===== config.mk =====
export PLATFORM = sky130hd
export DESIGN_NAME = hazard_forward_unit
export DESIGN_NICKNAME = d
export VERILOG_FILES = /design/src/rtl/hazard_forward_unit.sv
export SDC_FILE = /design/constraint.sdc
export NUM_CORES = 1
export LEC_CHECK = 0
export ABC_AREA = 1
export BUFFER_PORTS_ARGS = -buffer_cell sky130_fd_sc_hd__clkbuf_2
export CORE_MARGIN = 2
export CORE_UTILIZATION = 50
export CTS_BUF_LIST = sky130_fd_sc_hd__clkbuf_8
export CTS_CLUSTER_DIAMETER = 100
export DETAILED_ROUTE_END_ITERATION = 8
export PLACE_DENSITY = 0.84
export SLEW_MARGIN = 0
export SYNTH_ARGS = -nofsm -noshare
export SYNTH_HDL_FRONTEND = slang
export SYNTH_SLANG_ARGS = --single-unit

===== constraint.sdc =====
create_clock -name clk -period 2.45 [get_ports clk]
set_input_delay 0.49 -clock clk [delete_from_list [all_inputs] [get_ports clk]]
set_output_delay 0.49 -clock clk [all_outputs]
set_load 0.01 [all_outputs]

===== src/rtl/hazard_forward_unit.sv =====
// Operand bypass select and pipeline hazard control for NUM_SRC sources.
// Handles load-use bubbles and a freeze while a load waits in MEM.
module hazard_forward_unit #(
   parameter int RA_W     = 4,
   parameter int NUM_SRC  = 2,
   parameter int ZERO_REG = 1,
   parameter int CNT_W    = 16,
   parameter int TIMEOUT  = 64
) (
   input  logic                      clk,
   input  logic                      rst,
   input  logic                      ifid_valid,
   input  logic [NUM_SRC*RA_W-1:0]   ifid_rs,
   input  logic [NUM_SRC-1:0]        ifid_rs_used,
   input  logic [NUM_SRC*RA_W-1:0]   idex_rs,
   input  logic [RA_W-1:0]           idex_rd,
   input  logic                      idex_reg_write,
   input  logic                      idex_mem_to_reg,
   input  logic [RA_W-1:0]           exmem_rd,
   input  logic                      exmem_reg_write,
   input  logic                      exmem_mem_to_reg,
   input  logic                      mem_ready,
   input  logic [RA_W-1:0]           memwb_rd,
   input  logic                      memwb_reg_write,
   output logic [2*NUM_SRC-1:0]      forward_sel,
   output logic                      stall_if,
   output logic                      stall_id,
   output logic                      bubble_ex,
   output logic                      stall_mem,
   output logic                      mem_timeout,
   output logic [CNT_W-1:0]          stall_cycles
);

   localparam int WC_W = $clog2(TIMEOUT + 1);
   localparam logic [WC_W-1:0] WC_MAX = WC_W'(TIMEOUT);

   typedef enum logic {RUN, MEM_WAIT} state_t;

   state_t            state;
   state_t            state_nx;
   logic              freeze;
   logic              load_use;
   logic              hazard;
   logic              ex_alu;
   logic              wb_ok;
   logic              id_load;
   logic              mem_miss;
   logic [2*NUM_SRC-1:0] fwd;
   logic [WC_W-1:0]   wait_cnt;

   function automatic logic rd_ok(input logic [RA_W-1:0] rd);
      return (ZERO_REG == 0) || (rd != '0);
   endfunction

   assign ex_alu   = exmem_reg_write && !exmem_mem_to_reg && rd_ok(exmem_rd);
   assign wb_ok    = memwb_reg_write && rd_ok(memwb_rd);
   assign id_load  = ifid_valid && idex_reg_write && idex_mem_to_reg
                     && rd_ok(idex_rd);
   assign mem_miss = exmem_reg_write && exmem_mem_to_reg && !mem_ready;

   always_comb begin
      fwd = '0;
      for (int i = 0; i < NUM_SRC; i++) begin
         if (ex_alu && exmem_rd == idex_rs[i*RA_W +: RA_W])
            fwd[2*i +: 2] = 2'b10;
         else if (wb_ok && memwb_rd == idex_rs[i*RA_W +: RA_W])
            fwd[2*i +: 2] = 2'b01;
      end
   end

   always_comb begin
      hazard = 1'b0;
      for (int i = 0; i < NUM_SRC; i++) begin
         if (ifid_rs_used[i] && idex_rd == ifid_rs[i*RA_W +: RA_W])
            hazard = id_load;
      end
   end

   always_ff @(posedge clk or posedge rst) begin
      if (rst) state <= RUN;
      else     state <= state_nx;
   end

   always_comb begin
      state_nx = state;
      freeze   = 1'b0;
      unique case (state)
         RUN: begin
            if (mem_miss) begin
               state_nx = MEM_WAIT;
               freeze   = 1'b1;
            end
         end
         MEM_WAIT: begin
            if (mem_ready) state_nx = RUN;
            else           freeze   = 1'b1;
         end
         default: state_nx = RUN;
      endcase
   end

   // The MEM freeze wins over a load-use bubble in the same cycle.
   always_comb begin
      load_use    = (state == RUN) && !freeze && hazard;
      forward_sel = rst ? '0 : fwd;
      stall_if    = !rst && (freeze || load_use);
      stall_id    = !rst && freeze;
      stall_mem   = !rst && freeze;
      bubble_ex   = !rst && load_use;
   end

   always_ff @(posedge clk or posedge rst) begin
      if (rst) begin
         wait_cnt    <= '0;
         mem_timeout <= 1'b0;
      end else if (freeze) begin
         if (wait_cnt != WC_MAX) wait_cnt <= wait_cnt + 1'b1;
         if (int'(wait_cnt) + 1 >= TIMEOUT) mem_timeout <= 1'b1;
      end else begin
         wait_cnt <= '0;
      end
   end

   always_ff @(posedge clk or posedge rst) begin
      if (rst)
         stall_cycles <= '0;
      else if (stall_if && stall_cycles != '1)
         stall_cycles <= stall_cycles + 1'b1;
   end

endmodule


==> flow_summary.ini, run 1 <==
[clock_tree]
cts_sinks = 25
clock_path_buffers = 2
ctsResizeCount = 0
ctsHoldBuffers = 0
cts_tree = yes
cts_made_buffers = 3
htreeDepth = 1
cts_setup_buffers = 0
insertion_delay_ps = 270
cts.reportedPaths.clkPinSlew_ps = 90
cts-root-buf = clkbuf_8

[drt]
ant_nets = 0
wl_um = 4150
drt_first_pass_iters = 4
drt-initial-drc-count = 78
viasPerCell = 4.94
route.detailed.drc = 0
vias = 1854
wl_per_cell_um = 11.1

[power]
p_leak_uw = 0.00125
p_total_uw = 975
ir_worst_vdd_mv = 0.423
power_density_nw_per_um2 = 428

[critical_path]
slowest_delay_ps = 390
worst-setup-path-type = reg2out
r2r-start = stall_cycles[0]
cp.arrival_ps = 1490
endpoint_kind = primary output
cp_slowest_cell = dfrtp_1
start_kind = register
path_cells = nor3_1, nand2_1, nor2_1, nand2_1, nand2_4, clkbuf_2
path_delay_family = simple AND/OR/NAND/NOR gates
r2r_slack_ps = 630
critPathMostFrequentCell = nand2_1
rr_worst_depth = 7
cp_max_fo = 19
r2r-end = stall_cycles[11]
critPathBufInv = 1
required_ps = 1960

[timing]
slew_headroom_pct = 71.7
worstMarginPinSlew_ps = 422
fmax_mhz = 506
rsz0062_at_grt = no
fin_setup_tns_ps = 0
setup_viol_count_final = 0
period_share_pct = 80.6
maxSlewViolCount = 0
period_needed_ps = 1980
hold_viol_final = 0
clock_skew_ps = 4.02

[global_routing]
antenna_found_initial = 0
grt_pass1_vias = 1722
gr-total-overflow = 0
grt_start_max_net_pins = 20
grt.total_usage_pct = 20.9
grt_pass1_wl_um = 7140

[die]
rows = 22
dieWidth_um = 65.2
dieHeight_um = 65.2
initial_core_util_pct = 51.5
die-area_sq_um = 4250
core_sq_um = 3630
io_pins = 64

[min_path]
min_path_type = in2async

[synthesis]
synth_cells = 262
synth_xor_area_share_pct = 14.0
synth-simple-area-share_pct = 39.0
synth_top_family_by_area = simple AND/OR/NAND/NOR gates
ys_seq_area_share_pct = 33.4
synth_compound_area_share_pct = 3.55
synthesis.nets = 304
syn_area_per_cell_sq_um = 7.14
synth_cell_types = 27
synth_fa_ha_area_share_pct = 2.01
ys_warn_count = 0
muxShareOfSynthArea_pct = 0
syn_area_sq_um = 1870
synth.ff_latch_count = 25

[placement]
gp_congestion = 0.925
hpwl_um = 3400
io_buffers = 63

[cells_and_area]
diodes = 0
syn2layout_area_growth_pct = 21.9
n_fill_cell = 322
seq_area_sq_um = 626
multiInputGateArea_sq_um = 1100
nets = 370
drive_gt1_share_pct = 23.9

[outcome]
outcome = completed

[job]
cap_violations = 0
## layer usage
| layer | GRT usage [%] | wire [um] | vias to the layer above |
|---|---|---|---|
| met3 | 4.11 | 177 | 7 |
| met2 | 35.7 | 1960 | 43 |
| met1 | 27.5 | 1970 | 836 |
| met5 | 0 | 0 | - |
| met4 | 4.43 | 40 | 0 |
| li1 | - | - | 968 |
## Yosys cell counts
| cell type | n | area, sq um |
|---|---|---|
| inv_1 | 28 | 105 |
| nand2_1 | 75 | 282 |
| nor4_1 | 4 | 25.0 |
| a31oi_1 | 1 | 6.26 |
| nor3_4 | 1 | 16.3 |
| a211oi_1 | 1 | 7.51 |
| nor2_1 | 22 | 82.6 |
| nor2_4 | 1 | 11.3 |
| buf_6 | 1 | 11.3 |
| buf_2 | 2 | 10.0 |
| nand2_4 | 2 | 22.5 |
| nor3_1 | 10 | 50.1 |
| xnor2_1 | 10 | 87.6 |
| o21ai_0 | 5 | 25.0 |
| nand3_1 | 34 | 170 |
| a21oi_1 | 4 | 20.0 |
| inv_2 | 2 | 7.51 |
| nand4_4 | 1 | 21.3 |
| nor3_2 | 1 | 10.0 |
| dfrtp_1 | 25 | 626 |
| a21o_1 | 1 | 7.51 |
| nand4_1 | 4 | 25.0 |
| nand3b_1 | 1 | 7.51 |
| buf_4 | 2 | 15.0 |
| xor2_1 | 20 | 175 |
| and2_1 | 1 | 6.26 |
| ha_1 | 3 | 37.5 |
## placed cells by master, fill, tap and decap left out, types with 2 or more instances in the layout
| master | n |
|---|---|
| clkbuf_2 | 63 |
| buf_4 | 3 |
| inv_2 | 2 |
| o21ai_0 | 5 |
| nor4_1 | 4 |
| clkbuf_8 | 3 |
| nand3_1 | 34 |
| nand2_1 | 75 |
| ha_1 | 3 |
| nor3_1 | 10 |
| xnor2_1 | 10 |
| nand4_1 | 4 |
| nand2_4 | 2 |
| dfrtp_1 | 25 |
| xor2_1 | 20 |
| nor2_1 | 22 |
| inv_1 | 28 |
| a21oi_1 | 4 |
## flip-flops by register name (all words and copies together), names as in the netlist
signal and cells:
stall_cycles 16, mem_timeout 1, state 1, wait_cnt 7
## worst max-delay path by stage
stage | startpoint | to | slack [ps] | cells past startpoint
after floorplan | rst | forward_sel[0] | 200 | 5
after global placement | rst | stall_if | 540 | 7
after detailed placement | idex_rd[0] | stall_if | 520 | 10
after CTS | state | stall_if | 470 | 6
after global routing | idex_rd[3] | stall_if | 370 | 10
final | state | stall_if | 470 | 6
## per-stage QoR
step           std cells  utilization, %  area, sq um  hold WS (ps)  setup WS (ps)
6_report             375            62.8         2280           314            475
5_1_grt              375            62.8         2280           322            366
4_1_cts              375            62.8         2280           303            474
3_5_place_dp         371            61.4         2230           448            523
3_3_place_gp         371            61.4         2230           448            539
2_1_floorplan        262               -         1870           477            199
## logic make-up (layout without fill, tap and decap cells)
group | after synthesis | in the layout
simple gates | 157 | 157
buf+inv | 35 | 100
flops | 25 | 25
xor+xnor | 30 | 30
fa+ha+maj | 3 | 3
compound gates | 12 | 12
## final cells by class
| class | count | area share [%] |
|---|---|---|
| clock buffer | 3 | 1.81 |
| multi-input combinational | 202 | 48.1 |
| sequential | 25 | 27.4 |
| tap | 48 | 2.63 |
| clock inverter | 1 | 0.329 |
| inverter | 30 | 4.94 |
| timing repair buffer | 66 | 14.8 |
## report_power, final
part,switching [uW],internal [uW],leakage (uW)
Sequential,45.5,445,0.000342
Clock,129,115,0.0000217
Combinational,133,108,0.000884
## worst reg2reg max path, cell delays in order (launching register included)
cell,delay [ps]
dfrtp_1,430
ha_1,230
nand3_1,170
nor2_4,210
nand4_4,290
nand2_4,270
nand2_1,90
nand2_1,60
Note: power is estimated with default switching activity, not from simulation.
==> run 2, diff against run 1 <==
- ABC_AREA: 1 -> 0
- PLACE_DENSITY: 0.84 -> 0.86
- clock period: 2.45 -> 1.85 ns (I/O delays scaled with it)
==> run 2 against run 1 <==
The flow now finishes with violations (negative setup slack). Clock power rose by 29%. Combinational power rose by 120%. Clock skew rose by 2.7 ps. Non-clock buffer count rose by 20. Synthesized cell count fell by 36%. Sequential cell count did not move. Global-route usage rose by 4.2 points. Final cell count fell by 20%. Largest cell class unchanged.
==> flow_summary.ini, run 2 <==
[synthesis]
ys_warn_count = 0
yosys.area.top_type_share_pct = 38.8
synthTopCellsByCount = xor2_1 (26), dfrtp_1 (25), xnor2_1 (17)
yosysTopAreaCell = dfrtp_1
syn_area_sq_um = 1610
synth_cells = 168
async_reset_ff_share_pct = 100
synth_cell_types = 34
synth.most_common_cell = xor2_1
syn_area_per_cell_sq_um = 9.59
synthesis.nets = 210
synth_edf_count = 0
synth.ff_latch_count = 25
yosys-top-cells-area = dfrtp_1 (39%), xor2_1 (14%), xnor2_1 (9.2%), nand3_1 (4.3%), nor2_1 (3.7%)
ys_seq_area_share_pct = 38.8
synth-main-ff-cell = dfrtp_1

[global_routing]
grt_pass1_vias = 1655
grt_pass1_wl_um = 6980
gr-total-overflow = 0
antenna_found_initial = 0
grt_start_max_net_pins = 28
grt.total_usage_pct = 25.1

[die]
core_sq_um = 3050
dieWidth_um = 60.8
initial_core_util_pct = 52.8
io_pins = 64
rows = 20
die-area_sq_um = 3690
dieHeight_um = 60.8

[critical_path]
endpoint_kind = primary output
required_ps = 1480
cp_max_fo = 3
start_kind = register
cp.arrival_ps = 1840
worst-setup-path-type = reg2out

[clock_tree]
cts_tree = yes
insertion_delay_ps = 270
cts.reportedPaths.clkPinSlew_ps = 90
htreeDepth = 1
cts_sinks = 25
cts_made_buffers = 3
cts-root-buf = clkbuf_8
ctsHoldBuffers = 0
clock_path_buffers = 2

[cells_and_area]
final_common_cell = clkbuf_2
syn2layout_area_growth_pct = 42.7
finish.utilization_pct = 75.3
drive_gt1_share_pct = 46.3
diodes = 0
fin_cells = 299
largest_register = stall_cycles
layout_common_cells = clkbuf_2 (62), xor2_1 (26), dfrtp_1 (25)
n_fill_cell = 215
nets = 298
largest_reg_flops = 16
top_regs = stall_cycles (16), wait_cnt (7)

[power]
p_leak_uw = 0.00116
clockPowerShare_pct = 21.2
swShare_pct = 33.0
ir_worst_vdd_mv = 0.362
pwr-share-seq_pct = 43.0
p_comb_share_pct = 35.8
power_density_nw_per_um2 = 650
power.internal_uw = 1000
p_total_uw = 1500
switchingPower_uw = 494

[outcome]
outcome = complete, but fails checks
violations = negative setup slack

[drt]
viasPerCell = 5.32
vias = 1590
wl_um = 4490
drt-initial-drc-count = 83
ant_nets = 0
drt_first_pass_iters = 4
wl_per_cell_um = 15.0
route.detailed.drc = 0

[timing]
setup_slack_ps = -360
period_share_pct = 119
worstMarginPinSlew_ps = 408
setup_viol_count_final = 20
fmax_mhz = 453
clock_skew_ps = 6.76
maxSlewViolCount = 0
rsz0062_at_grt = yes
hold_viol_final = 0
slew_headroom_pct = 72.7
period_needed_ps = 2210

[placement]
hpwl_um = 3070
gp_congestion = 0.762
io_buffers = 63
dp.cells = 289

[min_path]
min_path_type = in2async

[job]
cap_violations = 0
[run 2: stage by stage]
stage	hold WS [ps]	setup slack, ps	instance area [sq um]	TNS, ps
2_1_floorplan	265	-301	1620	-3560
3_3_place_gp	454	-272	2090	-3520
3_5_place_dp	462	-360	2090	-4550
4_1_cts	145	-436	2210	-4490
5_1_grt	146	-439	2300	-5820
6_report	124	-360	2300	-3900
[run 2: kinds of logic after synthesis]
family                   Yosys count  synth area share (%)
XOR/XNOR                          43                  23.4
AO/OA/AOI/OAI                     10                  4.74
buffers and inverters             12                  4.19
adder cells (fa/ha/maj)            3                  2.33
multiplexers                       1                 0.931
flip-flops                        25                  38.8
AND/OR/NAND/NOR                   74                  25.6
[run 2: timing repair]
| action | 4_1_cts | 5_1_grt |
|---|---|---|
| hold endpoints to repair | 0 | 0 |
| endpoints found under the setup margin | 21 | 23 |
| buffers inserted | 3 | 4 |
| pin swaps | 7 | 14 |
| gates cloned | 0 | 1 |
| gates resized for setup | 14 | 14 |
[run 2: worst paths after layout]
| path | start | to | slack (ps) | cells past startpoint |
|---|---|---|---|---|
| setup / recovery | state | bubble_ex | -360 | 7 |
| hold / removal | rst | state | 120 | 3 |
| setup reg to reg | state | stall_cycles[15] | -310 | 10 |
| hold reg to reg | mem_timeout | mem_timeout | 470 | 1 |
| max in group asynchronous | rst | wait_cnt[6] | 1540 | 3 |
| min in group clk | mem_timeout | mem_timeout | 470 | 1 |
[run 2: metal layers]
metal  up-vias  track usage [%]  part of all wire [%]
met5         -                0                     0
met4         0             10.2                   3.8
met3        16             5.76                   4.8
met2        65             49.8                    57
met1       761             24.5                    34
li1        748                -                     -
[run 2: worst max-delay path, stage by stage (launching register included)]
cell and delay (ps):
dfrtp_1 410, a21oi_2 110, or2_4 140, inv_4 30, or4_4 480, a21oi_4 150
buf_4 130, clkbuf_2 120
[run 2: layout make-up]
cell class	count	area [sq um]	area share [%]
inverter	8	36.3	1.58
clock buffer	3	41.3	1.80
multi-input combinational	132	1030	44.9
clock inverter	1	3.75	0.163
sequential	25	626	27.2
tap	44	55.1	2.39
timing repair buffer	86	505	22.0
[run 2: power groups by stage]
stage	clock network (uW)	registers, uW	logic, uW
2_1_floorplan	0	694	210
3_3_place_gp	0	651	477
3_5_place_dp	0	653	488
4_1_cts	322	642	507
5_1_grt	346	652	588
6_report	316	643	536
